==> src/rtl/acc_drain_serializer_if.sv <==
// Valid/ready beat stream that carries drained accumulator columns to the writeback path.
interface acc_drain_serializer_if #(
  parameter int ACC_DATA_BITWIDTH = 32,
  parameter int IDX_BITWIDTH      = 2
);
  logic [ACC_DATA_BITWIDTH-1:0] out_data;
  logic                         out_valid;
  logic                         out_ready;
  logic [IDX_BITWIDTH-1:0]      out_col_idx;
  logic                         out_last;

  modport master (
    output out_data, out_valid, out_col_idx, out_last,
    input  out_ready
  );

  modport slave (
    input  out_data, out_valid, out_col_idx, out_last,
    output out_ready
  );
endinterface

==> src/rtl/acc_drain_serializer.sv <==
// Snapshots the accumulator bank on load and streams one column per beat.
// Optional macro ACC_DRAIN_RELU_EN clamps negative words to zero at capture.
module acc_drain_serializer #(
  parameter int ACC_DATA_BITWIDTH = 32,
  parameter int NUM_COLS          = 4,
  parameter int IDX_BITWIDTH      = $clog2(NUM_COLS)
) (
  input  logic                                  clk,
  input  logic                                  reset,
  input  logic [NUM_COLS*ACC_DATA_BITWIDTH-1:0] part_sum_flat,
  input  logic                                  load,
  output logic                                  load_ready,
  output logic                                  load_drop,
  acc_drain_serializer_if.master                out_if
);

  // state | meaning
  // IDLE  | waiting for load; load_ready high, no beat presented
  // SEND  | presenting snap_q[idx_q]; advance on each handshake

  localparam int W = ACC_DATA_BITWIDTH;
  localparam logic [IDX_BITWIDTH-1:0] LAST_IDX = IDX_BITWIDTH'(NUM_COLS - 1);
  localparam logic [IDX_BITWIDTH-1:0] IDX_ONE  = IDX_BITWIDTH'(1);

  typedef enum logic {IDLE, SEND} state_t;

  state_t                  state_q, state_d;
  logic [W-1:0]            snap_q [NUM_COLS];
  logic [IDX_BITWIDTH-1:0] idx_q, idx_d;
  logic [W-1:0]            data_q, data_d;
  logic                    valid_q, valid_d;
  logic                    last_q, last_d;
  logic                    ready_q, ready_d;
  logic                    drop_q, drop_d;
  logic                    capture;

  function automatic logic [W-1:0] condition_word(input logic [W-1:0] v);
`ifdef ACC_DRAIN_RELU_EN
    return v[W-1] ? '0 : v;
`else
    return v;
`endif
  endfunction

  always_comb begin
    state_d = state_q;
    idx_d   = idx_q;
    data_d  = data_q;
    valid_d = valid_q;
    last_d  = last_q;
    drop_d  = 1'b0;
    capture = 1'b0;
    case (state_q)
      IDLE: begin
        if (load) begin
          capture = 1'b1;
          state_d = SEND;
          idx_d   = '0;
          valid_d = 1'b1;
          data_d  = condition_word(part_sum_flat[0 +: W]);
          last_d  = 1'b0;
        end
      end
      SEND: begin
        // busy loads are dropped, including on the final-beat edge
        drop_d = load;
        if (out_if.out_ready) begin
          if (idx_q == LAST_IDX) begin
            state_d = IDLE;
            idx_d   = '0;
            valid_d = 1'b0;
            data_d  = '0;
            last_d  = 1'b0;
          end else begin
            idx_d   = idx_q + IDX_ONE;
            data_d  = snap_q[idx_q + IDX_ONE];
            last_d  = ((idx_q + IDX_ONE) == LAST_IDX);
          end
        end
      end
      default: state_d = IDLE;
    endcase
    ready_d = (state_d == IDLE);
  end

  always_ff @(posedge clk or posedge reset) begin
    if (reset) begin
      state_q <= IDLE;
      idx_q   <= '0;
      data_q  <= '0;
      valid_q <= 1'b0;
      last_q  <= 1'b0;
      ready_q <= 1'b1;
      drop_q  <= 1'b0;
      for (int k = 0; k < NUM_COLS; k++) snap_q[k] <= '0;
    end else begin
      state_q <= state_d;
      idx_q   <= idx_d;
      data_q  <= data_d;
      valid_q <= valid_d;
      last_q  <= last_d;
      ready_q <= ready_d;
      drop_q  <= drop_d;
      if (capture) begin
        for (int k = 0; k < NUM_COLS; k++)
          snap_q[k] <= condition_word(part_sum_flat[k*W +: W]);
      end
    end
  end

  assign load_ready         = ready_q;
  assign load_drop          = drop_q;
  assign out_if.out_data    = data_q;
  assign out_if.out_valid   = valid_q;
  assign out_if.out_col_idx = idx_q;
  assign out_if.out_last    = last_q;

endmodule
==> src/flat_wrapper.sv <==
// flat-port wrapper written by rule: the top's interface ports become plain ports
module acc_drain_serializer_flat 
#(
  parameter int ACC_DATA_BITWIDTH = 32,
  parameter int NUM_COLS          = 4,
  parameter int IDX_BITWIDTH      = $clog2(NUM_COLS)
)
  (clk, reset, part_sum_flat, load, load_ready, load_drop, out_if_out_data, out_if_out_valid, out_if_out_col_idx, out_if_out_last, out_if_out_ready);
  acc_drain_serializer_if #(.ACC_DATA_BITWIDTH(ACC_DATA_BITWIDTH), .IDX_BITWIDTH(IDX_BITWIDTH)) out_if_i ();
  input  logic clk;
  input  logic reset;
  input  logic [NUM_COLS*ACC_DATA_BITWIDTH-1:0] part_sum_flat;
  input  logic load;
  output logic load_ready;
  output logic load_drop;
  output wire logic [$bits(out_if_i.out_data)-1:0] out_if_out_data;
  output wire logic [$bits(out_if_i.out_valid)-1:0] out_if_out_valid;
  output wire logic [$bits(out_if_i.out_col_idx)-1:0] out_if_out_col_idx;
  output wire logic [$bits(out_if_i.out_last)-1:0] out_if_out_last;
  input wire logic [$bits(out_if_i.out_ready)-1:0] out_if_out_ready;
  assign out_if_out_data = out_if_i.out_data;
  assign out_if_out_valid = out_if_i.out_valid;
  assign out_if_out_col_idx = out_if_i.out_col_idx;
  assign out_if_out_last = out_if_i.out_last;
  assign out_if_i.out_ready = out_if_out_ready;
  acc_drain_serializer #(.ACC_DATA_BITWIDTH(ACC_DATA_BITWIDTH), .NUM_COLS(NUM_COLS), .IDX_BITWIDTH(IDX_BITWIDTH)) u_core (.clk(clk), .reset(reset), .part_sum_flat(part_sum_flat), .load(load), .load_ready(load_ready), .load_drop(load_drop), .out_if(out_if_i));
endmodule
==> config.mk <==
export PLATFORM = sky130hd
export DESIGN_NAME = acc_drain_serializer_flat
export DESIGN_NICKNAME = d
export VERILOG_FILES = /design/src/rtl/acc_drain_serializer_if.sv /design/src/rtl/acc_drain_serializer.sv /design/src/flat_wrapper.sv
export SDC_FILE = /design/constraint.sdc
export NUM_CORES = 1
export LEC_CHECK = 0
export CAP_MARGIN = 20
export CORE_MARGIN = 8
export CORE_UTILIZATION = 30
export CTS_CLUSTER_SIZE = 25
export DETAILED_ROUTE_END_ITERATION = 12
export PLACE_DENSITY = 0.51
export RECOVER_POWER = 50
export REMOVE_ABC_BUFFERS = 1
export SETUP_SLACK_MARGIN = 0.1
export SLEW_MARGIN = 40
export SYNTH_ARGS = -nofsm -noshare
export SYNTH_HDL_FRONTEND = slang
export SYNTH_SLANG_ARGS = --single-unit
export TNS_END_PERCENT = 1
==> constraint.sdc <==
create_clock -name clk -period 7.3 [get_ports clk]
set_input_delay 1.095 -clock clk [delete_from_list [all_inputs] [get_ports clk]]
set_output_delay 1.095 -clock clk [all_outputs]
set_load 0.005 [all_outputs]
==> After elaboration in Yosys (flattened, before gate mapping) <==
Cells that the tools add are included.
{ "word_totals": {"ff_bits": 167, "elab_cells": 48, "output_inout_bits": 38} }
{ "classes": {"reduce_logical": 2, "addsub": 1, "n_eq_ne": 5, "n_bitwise": 3, "n_lt_le_gt_ge": 1, "mux": 25} }
{ "op_table": {"columns": ["cell", "n"], "rows": [
  ["32-bit 2-to-1 mux", 5],
  ["32-bit binary-select mux with 2-bit select", 1],
  ["32-bit case mux with 2 select lines", 1],
  ["1-bit 2-to-1 mux", 11],
  ["2-bit 2-to-1 mux", 3],
  ["2-bit inequality test, second input constant", 3],
  ["1-bit case mux with 2 select lines", 3],
  ["2-bit equality test, second input constant", 2],
  ["2-bit case mux with 2 select lines", 1],
  ["3-bit >= comparator, second input constant", 1],
  ["2-bit NOT with 3-bit output", 1],
  ["3-bit AND reduction", 1],
  ["2-bit by 1-bit adder with 2-bit output, second input constant", 1],
  ["1-bit NOT", 2],
  ["2-bit AND reduction", 1]
]} }

==> Longest topological paths before layout <==
Gate-level depths: netlist of the first run.
{ "depth": {"ltp_word": 8, "ltp_mapped": 7} }

==> Least setup slack after synthesis of the first run <==
Ideal clock, no wire load.
{ "synth_path": {"path_kind": "input -> register", "from": "input load", "to": "register u_core.last_q (netlist: u_core.out_if.out_last)", "slack_ns": 5.512, "stages": 4, "t_arrival_ns": 1.667, "path_cell_list": "nor2b_2 buf_2 nor2_1 a22o_1"} }
{ "synth_between": {"elab_chain_len": 2} }
{ "synth_lines": {"columns": ["item", "line", "text"], "rows": [
  ["from (decl)", "flat_wrapper.sv:13", "input logic load;"],
  ["2-bit inequality test (no line)", null, null],
  ["2-bit AND reduction (no line)", null, null],
  ["to (signal assigned)", "acc_drain_serializer.sv:101", "last_q <= last_d;"],
  ["to (decl)", "acc_drain_serializer.sv:32", "logic last_q, last_d;"]
]} }
Every way passes these cells.
A chain may end at the register's enable or synchronous reset.

==> impl_results.md, run 1 <==
- Status: finished, violations left
- Failing checks: max-capacitance violations, max-slew violations
- CP Launch Type: input port
- Area of the multi-input gates: around 3100 µm²
- First drt pass iteration count: 4
- Post-route DRC: 0
- DR vias/cell: ~4.5
- Clock buffer depth: 2
- Clock-pin slew of the registers on the worst-case setup and hold paths: roughly 60 ps
- Via Count: 6,010
- Area share of the largest cell type after synthesis: 54.6%
- Met3 usage: under 10%
- Synth Area in Compound Gates: 5.26%
- Largest area contributor in the netlist: dfrtp_1
- P per Cell Area: 424 nW/µm²
- Max_slew headroom: -59.0%
- Yosys cell types: 28
- Yosys warnings: 0
- Leak: 4.76 nW
- WL/cell: 15.8 µm
- Grt ovf: 0
- Initial antenna violation count: 1
- Post-CTS sizing: 0
- CP max stage delay: between 1000 and 1500 ps
- WS Path Type: in -> async
- Largest family of logic cells by synthesized area: simple AND/OR/NAND/NOR gates
- Clock buffer count from CTS: 17
- Critical path required time: between 7000 and 8000 ps
- Fillers: 2,581
- Root Driver: clkbuf_16
- First-pass GRT wire length: 34.5 mm
- Mux cell area share after synthesis: 9.62%
- Vias in the first global route: 6,342
- Clock power frac: between 20% and 30%
- Net Sw Power: 0.00152 W
- Worst-path maximum fanout: 51
- Area growth, synth to finish: 33.3%
- Synth Area in Simple Gates: 24.7%
- Syn Area/Cell: 8.94 µm²
- RSZ-0062 raised after global routing: false
- GR Util met1: 19.3%
- CTS tree: built
- DIE WIDTH: ~180 µm
- Sequential share of power: 37.2%
- Final Critical Period: approximately 4300 ps
- Fmax: 0.234 GHz
- Met2 Usage GRT: roughly 22%
- Gr usage total: 14.1%
- Largest net degree at the start of global routing: 91
- H-tree Lvls: 4
- Die height: 175 µm
- Adder-cell share of the synthesized area: 0.493%
- Busiest grt layer: met2
- Worst VDD drop: 185 µV
- FF+latch area: 4180 µm²
- #FFs+latches synth: 167
- Fin. Hold Viols: 0
- Ant. Diodes: 0
- Max Cap Viol: 2
- Setup_tns: 0 ps
- Final Power: about 0.0043 W
- CP Cell Sequence: dlygate4sd3_1 -> clkinvlp_2 -> clkbuf_1
- Slowest-stage cell, CP: clkbuf_1
- Nets: 1,135
- Setup Skew: 13.2 ps
- DR iter-0 viols: 370
- Core footprint: 25,000 µm²
- Final period utilization: approximately three fifths
- Starting Density: 30.4%
- Cts hold-fix bufs: 0
- GPL Wtd Cong: 0.699
- Class of the worst hold path: reg -> reg
- I/O pin count: 170
- Post-Syn Area: 7610 µm²
- Clk sink count: 167
- Post-CTS setup buffer count: 0
- Post-synthesis sequential area ratio: 55.0%
- DP Wirelength: ~14 mm
- Clock latency on the worst-skew pair: 430 ps
- DIE AREA: about 31,000 µm²
- ANT nets after route: 0
- Crit end category: async pin
- Rows: 58
- IO Port Bufs: approximately 170
- Combinational power share: a little over two fifths
- Setup-failing EPs final: 0
- Share of cells above drive strength 1: 11.5%
- Mapped Cells: 851
- Final wirelength: roughly 21 mm
- Least-Margin Pin Slew: 2370 ps
- Internal power: roughly 0.0028 W
- Area contributors post-synth: dfrtp_1 55%, nand2_1 22%, mux2_2 9.6%
- CP Data Arrival Time: 4450 ps
- Count of pins over their slew limit: 84
- Sw frac: 35.2%
- Xor/xnor cell area share of the yosys netlist: 0%
[worst max-delay path: cells and delay by family]
| family | cells | cell delay, ps |
|---|---|---|
| buffers and inverters | 3 | 3330 |
[final cells by class]
cell class,instances,area share [%]
Multi-Input combinational cell,629,30.3
Clock inverter,13,1.18
Tap cell,330,4.07
Inverter,2,0.0863
Clock buffer,19,4.37
Sequential cell,167,41.2
Timing Repair Buffer,183,18.7
[worst paths after layout]
path / from / end / slack, ps / depth (start not counted)
max: reset / u_core.snap_q[42]$_DFFE_PP0P_ / 3020 / 3
min: u_core.snap_q[113]$_DFFE_PP0P_ / u_core.snap_q[113]$_DFFE_PP0P_ / 470 / 2
max reg2reg: u_core.state_q$_DFF_PP0_ / u_core.out_if.out_data[24]$_DFFE_PP0P_ / 4480 / 5
min reg2reg: u_core.snap_q[113]$_DFFE_PP0P_ / u_core.snap_q[113]$_DFFE_PP0P_ / 470 / 2
max in group clk: load / u_core.out_if.out_data[24]$_DFFE_PP0P_ / 3860 / 6
min in group asynchronous: reset / u_core.snap_q[65]$_DFFE_PP0P_ / 1780 / 2
[sequential cells by signal, summed over array words and instances, names as in the netlist]
| signal | count |
|---|---|
| u_core.out_if.out_valid | 1 |
| u_core.load_ready | 1 |
| u_core.out_if.out_col_idx | 2 |
| u_core.state_q | 1 |
| u_core.out_if.out_data | 32 |
| u_core.snap_q | 128 |
| u_core.out_if.out_last | 1 |
| u_core.load_drop | 1 |
[kinds of logic after synthesis]
kind of cell,Yosys count
compound gates,70
fa+ha+maj,3
buf+inv,55
flops,167
mux,65
simple gates,491
[cells in the mapped netlist]
| cell | instances |
|---|---|
| a21oi_1 | 1 |
| a22o_1 | 1 |
| a31oi_1 | 32 |
| and2_1 | 2 |
| and3b_1 | 1 |
| buf_1 | 2 |
| buf_2 | 25 |
| buf_4 | 7 |
| buf_6 | 12 |
| clkbuf_1 | 4 |
| clkbuf_4 | 1 |
| clkbuf_8 | 2 |
| dfrtp_1 | 166 |
| dfstp_2 | 1 |
| ha_1 | 3 |
| inv_1 | 2 |
| mux2_2 | 65 |
| nand2_1 | 449 |
| nand2_2 | 1 |
| nand2b_1 | 1 |
| nand3_1 | 1 |
| nor2_1 | 34 |
| nor2b_2 | 1 |
| nor3b_4 | 1 |
| o21a_1 | 1 |
| o21ai_0 | 30 |
| o21ai_1 | 4 |
| o2bb2ai_1 | 1 |
[layer usage]
| metal | vias to the layer above | part of all wire [%] |
|---|---|---|
| met5 | - | 0.047 |
| met4 | 2 | 0.83 |
| met3 | 13 | 5.1 |
| met2 | 132 | 45 |
| met1 | 2858 | 49 |
| li1 | 3005 | - |
[cells in the final DEF (no fill, tap or decap), types with 5 or more instances in the layout]
cell,n
nand2_1,449
dfrtp_1,166
clkdlybuf4s50_1,163
mux2_2,64
o21ai_0,34
nor2_1,34
a31oi_1,32
clkbuf_16,17
clkinvlp_4,6
dlygate4sd3_1,6
buf_12,5
[power groups by stage]
stage | registers, W | clock network [W] | logic [W]
after floorplan | 0.00156 | 0 | 0.00116
after CTS | 0.00161 | 0.000912 | 0.00186
after detailed placement | 0.00162 | 0 | 0.00186
after global routing | 0.00166 | 0.000946 | 0.00205
final | 0.00160 | 0.000878 | 0.00182
after global placement | 0.00161 | 0 | 0.00175
[through the flow]
| step | instance area (µm²) | std cells | setup slack (ps) | utilization [%] | hold WS [ps] |
|---|---|---|---|---|---|
| final | 10100 | 1343 | 3020 | 40.5 | 469 |
| after detailed placement | 9570 | 1310 | 3600 | 38.2 | 457 |
| after global routing | 10100 | 1343 | 2300 | 40.5 | 478 |
| after CTS | 10100 | 1342 | 4040 | 40.5 | 473 |
| after floorplan | 7240 | 798 | 1690 | - | 440 |
| after global placement | 9420 | 1302 | 3660 | 37.6 | 453 |
Power figures use the tool's default switching activity.
==> run 2: changes to the inputs <==
==> constraint.sdc (replaced) <==
create_clock -name clk -period 4.09 [get_ports clk]
set_input_delay 0.6135 -clock clk [delete_from_list [all_inputs] [get_ports clk]]
set_output_delay 0.6135 -clock clk [all_outputs]
set_load 0.005 [all_outputs]
==> run 2 against run 1 <==
Against the previous run: the run still ends with max-capacitance violations, max-slew violations left; register-to-register slack worse by 2700 ps; critical path depth is 2 higher; sequential share of layout area increased by 0.35 points; global-route usage is 0.076 points lower; cell count fell by 0.15%; clock skew shrank 1.9 ps; via count is 0.17% lower; critical endpoint is now u_core.snap_q[26]$_DFFE_PP0P_; largest cell class unchanged.
==> impl_results.md, run 2 (synthesis results as in run 1) <==
- Status: finished, violations left
- Failing checks: max-capacitance violations, max-slew violations
- Vias in the first global route: 6,252 (-1.4%)
- Final hold slack: 470 ps (+1.10 ps)
- Nets: 1,133 (-0.18%)
- Worst VDD drop: 303 µV (+64%)
- Ant. Diodes: 0 (unchanged)
- CP Data Arrival Time: 3050 ps (-1400 ps)
- RSZ-0062 raised after global routing: false
- Setup WS post-layout: 1390 ps (-1620 ps)
- Max Cap Viol: 1 (-1)
- Via Count: 6,000 (-0.17%)
- I/O pin count: 170 (unchanged)
- Fmax: about 0.37 GHz
- Clk sink count: 167 (unchanged)
- Post-route DRC: 0 (unchanged)
- Worst r2r dst: u_core.snap_q[26]$_DFFE_PP0P_
- Clock latency on the worst-skew pair: 430 ps (about the same)
- Final wirelength: 21.1 mm (-0.66%)
- Starting Density: 30.4% (unchanged)
- Final Critical Period: 2700 ps
- R2r startpoint: u_core.state_q$_DFF_PP0_
- Rows: 58 (unchanged)
- Dpl ws: 1590 ps (-2010 ps)
- DIE AREA: 30,700 µm² (unchanged)
- First drt pass iteration count: 5 (+1)
- P per Cell Area: 759 nW/µm² (+79%)
- WS Path Type: in -> reg
- Final period utilization: 65.9%
- Final core occ: 40.2% (-0.34 points)
- DR iter-0 viols: 350 (-5.4%)
- Crit end category: flip-flop
- Core footprint: 25,000 µm² (unchanged)
- R2R depth: 4 (-1)
- Gr usage total: 14.0% (-0.076 points)
- Post-CTS sizing: 0 (unchanged)
- Leak: 4.74 nW (-0.40%)
- First-pass GRT wire length: 34.4 mm (-0.24%)
- CTS tree: built
- Max reg flops: 128 (unchanged)
- Clock buffer depth: 2 (unchanged)
- Area growth, synth to finish: 32.2%
- Clock buffer count from CTS: 17 (unchanged)
- Least-Margin Pin Slew: 1540 ps (-829 ps)
- Top reg by flops: u_core.snap_q
- CP Launch Type: input port
- Die height: 175 µm (unchanged)
- DR vias/cell: 4.47 (about the same)
- Sink of the worst hold path: u_core.snap_q[26]$_DFFE_PP0P_
- Hold depth: 2 (unchanged)
- Setup-failing EPs final: 0 (unchanged)
- Worst-path maximum fanout: 37 (-27%)
- Cts hold-fix bufs: 0 (unchanged)
- WL/cell: 15.7 µm (-0.51%)
- DIE WIDTH: 175 µm (unchanged)
- IO Port Bufs: 169 (unchanged)
- H-tree Lvls: 4 (unchanged)
- Class of the worst hold path: reg -> reg
- ANT nets after route: 0 (unchanged)
- Share of cells above drive strength 1: 11.1% (-0.37 points)
- Max_slew headroom: -2.80% (+56 points)
- Critical path required time: 4440 ps (-3030 ps)
- GPL Wtd Cong: 0.726 (+4.0%)
- Root Driver: clkbuf_16
- Hold Crit Start: u_core.snap_q[26]$_DFFE_PP0P_
- Largest net degree at the start of global routing: 76 (-16%)
- Initial antenna violation count: 0 (-1)
- Fin. Hold Viols: 0 (unchanged)
- Setup Skew: 11.4 ps (-1.86 ps)
- Clock-pin slew of the registers on the worst-case setup and hold paths: 60 ps (about the same)
- Post-CTS setup buffer count: 0 (unchanged)
- Commonest non-fill, non-tap cell in the layout: nand2_1
- Grt ovf: 0 (unchanged)
- DP Wirelength: 13.4 mm (-2.5%)
- Most frequent cells in the layout: 449 x nand2_1, 166 x clkdlybuf4s50_1, 166 x dfrtp_1
- Worst reg2reg setup slack: 1770 ps (-2710 ps)
- Count of pins over their slew limit: 38 (-55%)
[run 2: cell count changes in the layout (fill, tap and decap cells not counted), moves of 2 or more]
cell,before,now
buf_12,5,2
buf_4,3,6
buf_8,3,0
clkbuf_1,2,4
clkdlybuf4s50_1,163,166
clkinv_2,2,0
clkinv_4,0,4
clkinvlp_4,6,2
dlygate4sd3_1,6,3
inv_8,0,2
o21ai_0,34,30
o21ai_1,0,4
[run 2: area by class of cell]
cell class                 instances  area [µm²]
inverter                           2        12.5
sequential                       167        4180
multi-input combinational        629        3080
fill                            2564       15000
timing repair buffer             181        1790
clock buffer                      19         443
clock inverter                    13         138
tap                              330         413
[run 2: worst max-delay path by stage]
stage,from,to,slack [ps],cells after the start
2_1_floorplan,reset,u_core.load_drop$_DFF_PP0_,-1040,1
3_3_place_gp,load,u_core.out_if.out_data[22]$_DFFE_PP0P_,1650,5
3_5_place_dp,load,u_core.out_if.out_data[4]$_DFFE_PP0P_,1590,5
4_1_cts,u_core.out_if.out_col_idx[0]$_DFFE_PP0P_,u_core.out_if.out_data[21]$_DFFE_PP0P_,1830,6
5_1_grt,reset,u_core.snap_q[32]$_DFFE_PP0P_,1040,3
6_report,load,u_core.snap_q[26]$_DFFE_PP0P_,1390,5
[run 2: worst max-delay path, cell delays in order]
cell and delay [ps]:
dlygate4sd3_1 680, nor2b_1 260, clkbuf_1 1140, nand2_1 220, nand2_1 110
[run 2: power breakdown]
part	internal (W)	leakage [nW]	switching (W)
clock network	0.000876	0.279	0.000743
registers	0.00243	2.06	0.000425
logic	0.00161	2.40	0.00154
[run 2: per-stage QoR]
step | cells | power (W) | TNS (ps) | cell area [µm²]
after detailed placement | 1309 | 0.00611 | 0 | 9500
after floorplan | 798 | 0.00484 | -172680 | 7240
after global routing | 1341 | 0.00825 | 0 | 10100
after global placement | 1307 | 0.00602 | 0 | 9470
after CTS | 1341 | 0.00776 | 0 | 10100
final | 1341 | 0.00763 | 0 | 10100
[run 2: per-layer routing]
metal / global-route usage, % / vias up / part of all wire [%]
li1: - / 3004 / -
met1: 19.4 / 2844 / 49
met5: 0 / - / 0
met3: 4.04 / 11 / 5.1
met2: 21.5 / 141 / 45
met4: 2.65 / 0 / 0.79
==> edit 1, RTL diff (flow settings as in run 1) <==
`ACC_DATA_BITWIDTH` is set to 32 in 3 places; all go to 40.
--- a/src/rtl/acc_drain_serializer_if.sv
+++ b/src/rtl/acc_drain_serializer_if.sv
@@ -2,3 +2,3 @@
 interface acc_drain_serializer_if #(
-  parameter int ACC_DATA_BITWIDTH = 32,
+  parameter int ACC_DATA_BITWIDTH = 40,
   parameter int IDX_BITWIDTH      = 2
--- a/src/rtl/acc_drain_serializer.sv
+++ b/src/rtl/acc_drain_serializer.sv
@@ -3,3 +3,3 @@
 module acc_drain_serializer #(
-  parameter int ACC_DATA_BITWIDTH = 32,
+  parameter int ACC_DATA_BITWIDTH = 40,
   parameter int NUM_COLS          = 4,
--- a/src/flat_wrapper.sv
+++ b/src/flat_wrapper.sv
@@ -3,3 +3,3 @@
 #(
-  parameter int ACC_DATA_BITWIDTH = 32,
+  parameter int ACC_DATA_BITWIDTH = 40,
   parameter int NUM_COLS          = 4,
Ports: changed (resized out_if_out_data and part_sum_flat); port bits go from 170 to 210. The function was not compared with the original's and may differ.
==> edit 1 against run 1 <==
The run still ends with max-capacitance violations, max-slew violations left; cell area up 24%; utilization up 0.36 points; area after synthesis is 23% higher; sequential cell count is 40 higher; setup slack improved by 0.28 ns; power up 26%; critical path depth did not move; global-route usage grew 0.51 points; sequential power is 24% higher; wire length rose by 30%; critical path type unchanged.
==> edit 1: results (changes against run 1) <==
Crit path DAT - 4.58 ns (+0.13 ns)
Clk Latency, worst-skew pair - 0.52 ns (+0.09 ns)
Slew Limit Fails - 122 (+45%)
Cell Area, Placed - 11720 µm² (+23%)
Fmax - 249.7 MHz (+6.9%)
Reg2Reg Setup Slack - 4.46 ns (-0.02 ns)
Largest net degree at the start of global routing - 115 (+26%)
Synth top cells by count - nand2_1, dfrtp_1, mux2_2
Slowest stage cell on the critical path - clkinvlp_2
Routed vias/inst - 4.522 (+1.0%)
Status - finished with violations
Failing checks - max-capacitance violations, max-slew violations
CP max FO - 80 (+57%)
RD Place Congestion - 0.7183 (+2.8%)
Fillers - 3143 (+22%)
PortBufs - 209 (+24%)
Worst rel slew slack - -145.8% (-87 points)
Hold path startpoint - u_core.snap_q[130]
Complex-gate fraction of the synthesized area - 5.235% (-0.028 points)
H-tree depth - 1 (-3)
Distinct cells, synth - 26 (-7.1%)
Pre-CTS setup slack - 3.563 ns (-0.03236 ns)
Max-cap violations - 2 (unchanged)
Synth Instances - 1057 (+24%)
CP peak stage delay - 2.05 ns (+0.63 ns)
Initial DRC Count - 468 (+26%)
Hold_ws - 0.4674 ns (-0.001154 ns)
Peak VDD IR - 0.1970 mV (+6.5%)
-- edit 1: changes by cell type in the layout (fill, tap and decap cells not counted), moves of 16 or more --
cell	delta
nand2_1	+112
mux2_2	+16
clkdlybuf4s50_1	+44
dfrtp_1	+40
-- edit 1: layer usage --
metal | part of all wire, % | vias up | track usage (%)
li1 | - | 3718 | -
met1 | 49 | 3533 | 20.45
met2 | 43 | 169 | 22.54
met3 | 6.3 | 34 | 3.668
met4 | 1.7 | 2 | 2.850
met5 | 0.043 | - | 0
-- edit 1: cell type report --
class | count | share of cell area [%]
clock buffer | 32 | 5.599
clock inverter | 10 | 0.9981
inverter | 2 | 0.06987
multi-input combinational | 781 | 30.28
sequential | 207 | 41.33
tap | 396 | 3.952
timing repair buffer | 221 | 17.77
-- edit 1: power breakdown --
| part | internal [W] | switching [W] | total, W |
|---|---|---|---|
| clock | 0.000776 | 0.000484 | 0.00126 |
| combinational | 0.00110 | 0.00109 | 0.00219 |
| sequential | 0.00169 | 0.000286 | 0.00198 |
==> edit 2, RTL diff (settings of run 1) <==
Made on the original files. `data_q` no longer has a reset.
--- a/src/rtl/acc_drain_serializer.sv
+++ b/src/rtl/acc_drain_serializer.sv
@@ -89,3 +89,2 @@
       idx_q   <= '0;
-      data_q  <= '0;
       valid_q <= 1'b0;
@@ -98,3 +97,2 @@
       idx_q   <= idx_d;
-      data_q  <= data_d;
       valid_q <= valid_d;
@@ -110,2 +108,6 @@
 
+  always_ff @(posedge clk) begin
+    data_q <= data_d;
+  end
+
   assign load_ready         = ready_q;
Formal check against the unedited RTL: not equivalent (a bounded check fails within 4 cycles, from zero or initial values and one cycle with reset high).
==> edit 2 against run 1 <==
The run still ends with max-capacitance violations, max-slew violations left; setup slack got worse by 0.44 ns; power fell by 2.0%; count of clock-buffer cells in the layout decreased by 2; wire length decreased by 9.1%; global-route usage fell by 0.59 points; area after synthesis decreased by 4.3%; sequential cell count is the same; cell area is 3.4% lower.
==> edit 2: results (changes against run 1) <==
Status - finished with violations
Failing checks - max-capacitance violations, max-slew violations
Most flop-heavy register - u_core.snap_q
Fraction of registers with async set/reset - 80.84% (-19 points)
Slew Limit Fails - 226 (+170%)
Routing usage on met3 - 4.567% (+0.98 points)
Leakage power - 4.557 nW (-4.2%)
Share of layout cells above drive strength 1 - 8.987% (-2.5 points)
Largest net degree at the start of global routing - 90 (-1.1%)
Antenna Nets Post-Route - 0 (unchanged)
Vias in the first global route - 5553 (-12%)
Post-DP HPWL - 12280 µm (-11%)
CTS Buf Count - 17 (unchanged)
Drt total wl - 19270 µm (-9.1%)
RD Place Congestion - 0.7114 (+1.8%)
Initial antenna violation count - 0 (-1)
Reg2Reg Setup Slack - 2.58 ns (-1.90 ns)
R2r worst-path depth - 4 (-1)
Wl on met1 - 8883 µm (-14%)
Clk Latency, worst-skew pair - 0.43 ns (about the same)
Worst rel slew slack - -145.6% (-87 points)
Ant. Diodes - 0 (unchanged)
Pre-CTS setup slack - 4.032 ns (+0.4362 ns)
Switching share of power - 33.30% (-1.9 points)
Sequential share of the synthesized area - 59.65% (+4.7 points)
WL met2 - 9207 µm (-4.0%)
Met3 wire len - 1074 µm (unchanged)
Met2 Use GR - 21.47% (-0.38 points)
Hold path startpoint - u_core.snap_q[32]
Max-cap violations - 4 (+2)
Worst Hold Endpoint - u_core.snap_q[32]
Fin nets - 1000 (-12%)
Worst clock skew - 0.01166 ns (-0.001562 ns)
Synth area leaders - dfrtp_1, nand2_1, edfxtp_1, mux4_2, inv_1
R2r endpoint - u_core.out_if.out_data[27]
Reg-to-Reg Start - u_core.out_if.out_col_idx[0]
CP max FO - 36 (-29%)
Cell Area, Placed - 9236 µm² (-3.5%)
Crit path DAT - 4.81 ns (+0.36 ns)
Setup Buffers After CTS - 0 (unchanged)
Distinct cells, synth - 24 (-14%)
Number of synthesized flops with an enable pin - 32 (+32)
Total Routing Usage GR - 13.48% (-0.59 points)
M1 GR Usage - 17.68% (-1.6 points)
First-pass GRT wire length - 30390 µm (-12%)
Most common cell in the synthesized netlist - nand2_1
Synth top cells by count - nand2_1, dfrtp_1, inv_1
Peak VDD IR - 0.2040 mV (+10%)
Routed vias/inst - 4.373 (-2.3%)
Highest metal used - met4
Initial DRC Count - 275 (-26%)
[edit 2: changes by cell type in the layout (fill, tap and decap cells not counted), sizes merged, moves of 6 or more]
cell	change
edfxtp	+32
a31oi	-32
inv	+72
buf	-7
mux4	+32
mux2	-64
nor2	-32
dfrtp	-32
nand2	-126
clkinvlp	-6
o22ai	+32
[edit 2: cells by family (layout without fill, tap and decap cells)]
| family | after synthesis | count (layout) | share of synthesized area [%] |
|---|---|---|---|
| DFF | 167 | 167 | 59.65 |
| adders and majority gates | 2 | 2 | 0.3438 |
| muxes | 34 | 34 | 10.20 |
| AOI/OAI and AO/OA | 69 | 69 | 5.450 |
| and+or+nand+nor | 331 | 331 | 17.23 |
| buffers and inverters | 112 | 276 | 7.135 |
[edit 2: how the worst max path moves through the flow]
stage | from | to | slack (ns) | cells after the start
floorplan | u_core.state_q | u_core.out_if.out_data[0] | 1.27 | 2
global placement | load | u_core.snap_q[49] | 3.68 | 5
detailed placement | load | u_core.snap_q[126] | 4.03 | 4
CTS | u_core.out_if.out_col_idx[0] | out_if_out_col_idx[0] | 4.20 | 2
global route | u_core.out_if.out_col_idx[0] | u_core.out_if.out_data[27] | 2.14 | 4
finish | u_core.out_if.out_col_idx[0] | u_core.out_if.out_data[27] | 2.58 | 4
[edit 2: power by group through the flow]
stage / Sequential [W] / Combinational, W / Clock (W)
5_1_grt: 0.00176 / 0.00182 / 0.000975
6_report: 0.00170 / 0.00161 / 0.000907
3_3_place_gp: 0.00172 / 0.00160 / 0
3_5_place_dp: 0.00171 / 0.00164 / 0
4_1_cts: 0.00170 / 0.00164 / 0.000936
2_1_floorplan: 0.00167 / 0.00104 / 0
[edit 2: per-stage QoR]
step / hold slack (ns) / total power, W / util (%) / std cells
after floorplan: 0.4403 / 0.002714 / - / 671
after global placement: 0.4530 / 0.003316 / 38.19 / 1169
after detailed placement: 0.4566 / 0.003355 / 38.43 / 1171
after CTS: 0.4733 / 0.004282 / 40.86 / 1203
after global routing: 0.4977 / 0.004548 / 40.78 / 1203
final: 0.4677 / 0.004215 / 40.78 / 1203
[edit 2: area by class of cell]
cell class                      count  area (µm²)
Clock buffer                       17       425.4
Clock inverter                     15       157.7
Fill cell                        2380       14230
Inverter                           68       256.5
Multi-Input combinational cell    436        2435
Sequential cell                   167        4345
Tap cell                          324       405.4
Timing Repair Buffer              176        1775
[edit 2: critical path, stage by stage, from the launching register on]
cell and delay, ns:
dfrtp_2 0.35, clkbuf_1 1.96, ha_1 0.46, nand2b_1 1.34, o22ai_1 0.27
